[src/rtl/pwm_pkg.sv]
// Shared definitions for the LED PWM / fade-control slice: duty width,
// FSM state encoding, default tick divider and the per-channel step helper.
package pwm_pkg;

  localparam int DUTY_W = 8;

  // 10 ms fade tick at 25 MHz.
  localparam int unsigned TICK_DIV_DEFAULT = 250000;

  localparam logic [1:0] ST_IDLE = 2'd0;
  localparam logic [1:0] ST_RAMP = 2'd1;
  localparam logic [1:0] ST_DONE = 2'd2;

  typedef struct packed {
    logic [DUTY_W-1:0] r;
    logic [DUTY_W-1:0] g;
    logic [DUTY_W-1:0] b;
  } rgb_t;

  // Move cur one step toward tgt, clamped so it never passes tgt. The sum and
  // difference carry a ninth bit, so a large step near 255 or 0 shows up as
  // overflow/borrow instead of silently wrapping.
  function automatic logic [DUTY_W-1:0] step_toward(
    input logic [DUTY_W-1:0] cur,
    input logic [DUTY_W-1:0] tgt,
    input logic [DUTY_W-1:0] step
  );
    logic [DUTY_W:0]   up;
    logic [DUTY_W:0]   dn;
    logic [DUTY_W-1:0] res;
    up  = {1'b0, cur} + {1'b0, step};
    dn  = {1'b0, cur} - {1'b0, step};
    res = cur;
    if (cur < tgt) begin
      res = (up >= {1'b0, tgt}) ? tgt : up[DUTY_W-1:0];
    end else if (cur > tgt) begin
      res = (dn[DUTY_W] || (dn[DUTY_W-1:0] <= tgt)) ? tgt : dn[DUTY_W-1:0];
    end
    return res;
  endfunction

endpackage

[src/rtl/tick_gen.sv]
// Prescaler: emits a one-cycle tick every DIV enabled cycles. Holds its count
// while en is low; clr restarts the phase. Also used for keypad debounce.
module tick_gen
  import pwm_pkg::*;
#(
  parameter int unsigned DIV = TICK_DIV_DEFAULT
) (
  input  logic clk,
  input  logic rst_n,
  input  logic clr,
  input  logic en,
  output logic tick
);

  localparam int CNT_W = $clog2(DIV);

  logic [CNT_W-1:0] count_q;
  logic [CNT_W-1:0] count_d;
  logic             at_last;

  assign at_last = (count_q == CNT_W'(DIV - 1));
  assign tick    = en && at_last;

  // Next count: clear wins, otherwise count 0..DIV-1 and wrap while enabled.
  always_comb begin
    // NOTE: every always_comb output gets a default first so no path can infer a latch.
    count_d = count_q;
    if (clr) begin
      count_d = '0;
    end else if (en) begin
      count_d = at_last ? '0 : count_q + CNT_W'(1);
    end
  end

  // Count register with synchronous active-low reset.
  always_ff @(posedge clk) begin
    // NOTE: sequential state uses non-blocking assignments so every flop samples pre-edge values.
    if (!rst_n) begin
      count_q <= '0;
    end else begin
      count_q <= count_d;
    end
  end

endmodule

[src/rtl/rgb_fade_ctrl.sv]
// RGB fade controller: latches a target colour on a valid strobe and ramps the
// three PWM duties toward it by STEP on every fade tick, pulsing done on arrival.
module rgb_fade_ctrl
  import pwm_pkg::*;
#(
  parameter int unsigned TICK_DIV = TICK_DIV_DEFAULT,
  parameter int unsigned STEP     = 1
) (
  input  logic              clk,
  input  logic              rst_n,
  input  logic [DUTY_W-1:0] target_r,
  input  logic [DUTY_W-1:0] target_g,
  input  logic [DUTY_W-1:0] target_b,
  input  logic              target_valid,
  input  logic              freeze,
  output logic [DUTY_W-1:0] duty_r,
  output logic [DUTY_W-1:0] duty_g,
  output logic [DUTY_W-1:0] duty_b,
  output logic              busy,
  output logic              done
);

  localparam logic [DUTY_W-1:0] STEP_V = DUTY_W'(STEP);

  logic [1:0] state_q, state_d;
  rgb_t       tgt_q, tgt_d;
  rgb_t       duty_q, duty_d;
  rgb_t       tgt_in;
  logic       tick;
  logic       tick_clr;
  logic       tick_en;
  logic       at_target;

  assign tgt_in    = '{r: target_r, g: target_g, b: target_b};
  assign at_target = (duty_q == tgt_q);
  // The prescaler only advances while ramping and not frozen.
  assign tick_en   = (state_q == ST_RAMP) && !freeze;

  tick_gen #(
    .DIV (TICK_DIV)
  ) u_tick_gen (
    .clk   (clk),
    .rst_n (rst_n),
    .clr   (tick_clr),
    .en    (tick_en),
    .tick  (tick)
  );

  // FSM next state, target latching and per-tick duty stepping.
  always_comb begin
    state_d  = state_q;
    tgt_d    = tgt_q;
    duty_d   = duty_q;
    tick_clr = 1'b0;
    case (state_q)
      ST_IDLE: begin
        if (target_valid) begin
          tgt_d    = tgt_in;
          tick_clr = 1'b1;
          state_d  = ST_RAMP;
        end
      end
      ST_RAMP: begin
        // tick is already gated by freeze, so frozen duties stay put.
        if (tick) begin
          duty_d.r = step_toward(duty_q.r, tgt_q.r, STEP_V);
          duty_d.g = step_toward(duty_q.g, tgt_q.g, STEP_V);
          duty_d.b = step_toward(duty_q.b, tgt_q.b, STEP_V);
        end
        // A retarget keeps the current duties and tick phase; arrival is
        // then judged against the new target from the next cycle on.
        if (target_valid) begin
          tgt_d = tgt_in;
        end else if (at_target) begin
          state_d = ST_DONE;
        end
      end
      ST_DONE: begin
        // A strobe during the done pulse starts a fresh ramp straight away.
        if (target_valid) begin
          tgt_d    = tgt_in;
          tick_clr = 1'b1;
          state_d  = ST_RAMP;
        end else begin
          state_d  = ST_IDLE;
        end
      end
      default: state_d = ST_IDLE;
    endcase
  end

  // State, target and duty registers; reset overrides any strobe.
  always_ff @(posedge clk) begin
    if (!rst_n) begin
      state_q <= ST_IDLE;
      tgt_q   <= '0;
      duty_q  <= '0;
    end else begin
      state_q <= state_d;
      tgt_q   <= tgt_d;
      duty_q  <= duty_d;
    end
  end

  assign duty_r = duty_q.r;
  assign duty_g = duty_q.g;
  assign duty_b = duty_q.b;
  assign busy   = (state_q == ST_RAMP) || (state_q == ST_DONE);
  assign done   = (state_q == ST_DONE);

endmodule

[config.mk]
export PLATFORM = sky130hd
export DESIGN_NAME = rgb_fade_ctrl
export DESIGN_NICKNAME = d
export VERILOG_FILES = /design/src/rtl/pwm_pkg.sv /design/src/rtl/tick_gen.sv /design/src/rtl/rgb_fade_ctrl.sv
export SDC_FILE = /design/constraint.sdc
export NUM_CORES = 1
export LEC_CHECK = 0
export ABC_AREA = 1
export CAP_MARGIN = 30
export CORE_AREA = 3 3 108 110
export CTS_CLUSTER_DIAMETER = 60
export DETAILED_ROUTE_END_ITERATION = 6
export DIE_AREA = 0 0 111 113
export PLACE_DENSITY_LB_ADDON = 0.25
export SLEW_MARGIN = 20
export SYNTH_ARGS = -nofsm -noshare
export SYNTH_HDL_FRONTEND = slang
export SYNTH_SLANG_ARGS = --single-unit
[constraint.sdc]
create_clock -name clk -period 2.75 [get_ports clk]
set_input_delay 0.275 -clock clk [delete_from_list [all_inputs] [get_ports clk]]
set_output_delay 0.275 -clock clk [all_outputs]
set_load 0.05 [all_outputs]
==> results.cfg <==
[synth]
synth.area.top_cells = dfxtp_1 (21%), ha_1 (16%), nand2_1 (13%)
netlist_area_sq_mm = 0.00646
ys_warn_count = 0
yosysTopAreaCellShare = 0.211
syn_inst = 1012
ys_types = 40
synth_most_common_cell = nand2_1
synth-seq-cells = 68
synth_ff_type = dfxtp_1
syn_area_per_cell_sq_um = 6.38
synth_area_leader_cell = dfxtp_1
syn_nets = 1121
netlist_top_cells_count = nand2_1 (225), inv_1 (155), nor2_1 (108)
async_reset_ff_frac = 0
yosysSeqAreaShare = 0.211
synth_edf_count = 0

[detailed_routing]
wire_per_inst_um = 13.7
vias_per_cell = 5.36
drc = 0
drt_first_iter_violations = 412
routed_wl_mm = 16.8
antenna_left = 0
drt-pass1-iter-count = 5
vias = 6550

[floorplanning]
io-pin-count = 54
placementRows = 38
dieArea_sq_mm = 0.0125
start_util = 0.598
fp.dieW_um = 111
die_h_um = 113
core_area_sq_mm = 0.0108

[grt]
grt_usage = 0.269
grt_overflow = 0
grt_pass1_vias = 6006
grt_pass1_wl_mm = 28.3
grt_max_degree = 51
antenna_found_initial = 1

[clock_network]
htreeDepth = 3
clk_path_buf_depth = 2
cts_inserted_buffers = 9
insertion_delay_ns = 0.36
clock_sinks = 68
tritoncts = built
cts-root-buf = clkbuf_8
post_cts.repair.setup_buffers = 0
cts.clk_slew.worst_paths_ns = 0.08

[power_and_ir_drop]
pwr-share-clk = 0.321
seq_power_share = 0.353
p_sw_frac = 0.370
p_switching_mw = 1.14
power_density_mw_per_mm2 = 415
p_leak_nw = 3.62
irDropWorstVdd_v = 0.000603
combPwrFrac = 0.326
power.total_mw = 3.08
intPower_mw = 1.94

[timing]
post-route-min-period_ns = 2.56
rsz0062_at_grt = false
final-setup-viol-count = 0
holdWs_ns = 0.346
tns_ns = 0
fin_crit_sh = 0.929
fin_skew_ns = 0.0158
final.setup.worst_slack_ns = 0.195
timing.fmax_mhz = 391
tightest_slew_ns = 0.539
final_hold_viol_count = 0
relSlewSlack = 0.640
maxSlewViolCount = 0

[final_layout]
fin_nets = 1185
syn2layout_area_growth_pct = 14.9
drive_above_1_share = 0.0814
final_core_util = 0.688

[setup_path]
ff2ff_path_depth = 15
crit_path_start_kind = register
r2r_slack_ns = 0.19
endpoint_kind = register
crit_fanout = 16
path_class = register to register
r2r_end = duty_g[4]
reg2reg_from = duty_g[2]
critPathRequiredTime_ns = 3.01
worstPathArrival_ns = 2.81

[worst_hold_path]
holdPathEnd = u_tick_gen.count_q[8]
min_path_type = primary input to register
whs_path_depth = 5
min_from = rst_n

[placement]
gp_congestion = 0.934
dp_worst_setup_slack_ns = 0.140
hpwl_mm = 12.3
numPortBuffers = 53

[status]
status = finished, final reports clean

[job]
max_cap_violations = 0
power by group through the flow:
stage / clock network, mW / logic, mW / registers [mW]
floorplan: 0 / 0.722 / 1.10
global placement: 0 / 0.962 / 1.11
detailed placement: 0 / 0.980 / 1.11
CTS: 1.00 / 0.991 / 1.09
global route: 1.05 / 1.14 / 1.10
finish: 0.990 / 1.00 / 1.09
metal layers:
metal	part of all wire	track usage	vias up
li1	-	-	3406
met1	0.47	0.359	2933
met2	0.46	0.458	191
met3	0.051	0.0417	20
met4	0.012	0.0681	0
met5	0	0	-
stage by stage:
step / instances / cell area, sq um
after global placement: 1204 / 7160
final: 1222 / 7420
after global routing: 1222 / 7420
after detailed placement: 1204 / 7160
after CTS: 1220 / 7390
after floorplan: 1012 / 6460
logic make-up (layout without fill, tap and decap cells):
kind of cell | after synthesis | after routing | synth area share
and+or+nand+nor | 491 | 491 | 0.340
buffers and inverters | 183 | 252 | 0.120
AOI/OAI and AO/OA | 164 | 164 | 0.138
adders and majority gates | 81 | 81 | 0.157
DFF | 68 | 68 | 0.211
xor gates and xnor gates | 25 | 25 | 0.0339
other | 0 | 1 | 0
layout make-up:
| cell class | instances | area (sq um) |
|---|---|---|
| Antenna cell | 1 | 2.50 |
| Clock buffer | 10 | 138 |
| Clock inverter | 6 | 95.1 |
| Fill cell | 979 | 3370 |
| Inverter | 158 | 593 |
| Multi-Input combinational cell | 761 | 4330 |
| Sequential cell | 68 | 1360 |
| Tap cell | 140 | 175 |
| Timing Repair Buffer | 78 | 724 |
cell usage in the layout, fill, tap and decap left out, drive strengths merged:
master and instances:
a21o 3, a211oi 2, clkdlybuf4s50 52, nor4 2
inv 159, clkbuf 10, bufinv 2, nand4 15
o31ai 2, nor2 120, nand3b 4, a31oi 2
nand2 233, a21oi 105, o21a 3, diode 1
ha 81, or2 3, o21bai 1, nor3 9
dfxtp 68, nor3b 1, nand3 102, o21ai 46
and3 1, clkinv 3, xnor2 4, nor2b 1
xor2 21, buf 26
worst max path at each step:
stage	slack, ns	start	to	depth (start not counted)
finish	0.19	duty_g[2]	duty_g[4]	15
CTS	0.13	duty_r[0]	duty_r[4]	14
floorplan	0.05	duty_b[0]	duty_b[6]	17
global placement	0.21	duty_r[0]	duty_r[7]	14
detailed placement	0.14	duty_r[0]	duty_r[4]	14
global route	0.007	duty_g[2]	duty_g[6]	17
sequential cells by signal (all words and copies together), names as in the netlist:
| name | flops |
|---|---|
| duty_b | 8 |
| state_q | 2 |
| tgt_q | 24 |
| u_tick_gen.count_q | 18 |
| duty_g | 8 |
| duty_r | 8 |
worst max-delay path: stages (launching register included):
cell,delay (ns)
dfxtp_1,0.46
inv_1,0.09
nand3_1,0.19
xor2_1,0.25
inv_1,0.08
ha_1,0.29
nand2_1,0.07
inv_1,0.04
nand3_1,0.08
nor2_1,0.08
nor2_4,0.35
nand3_1,0.13
nand2_1,0.07
nor2_1,0.05
nor2_1,0.13
a21oi_1,0.09
repair_timing:
| item | CTS | global route |
|---|---|---|
| setup endpoints to repair | 0 | 17 |
| resized for setup | 0 | 5 |
| hold buffers | 0 | 0 |
Power figures use the tool's default switching activity.
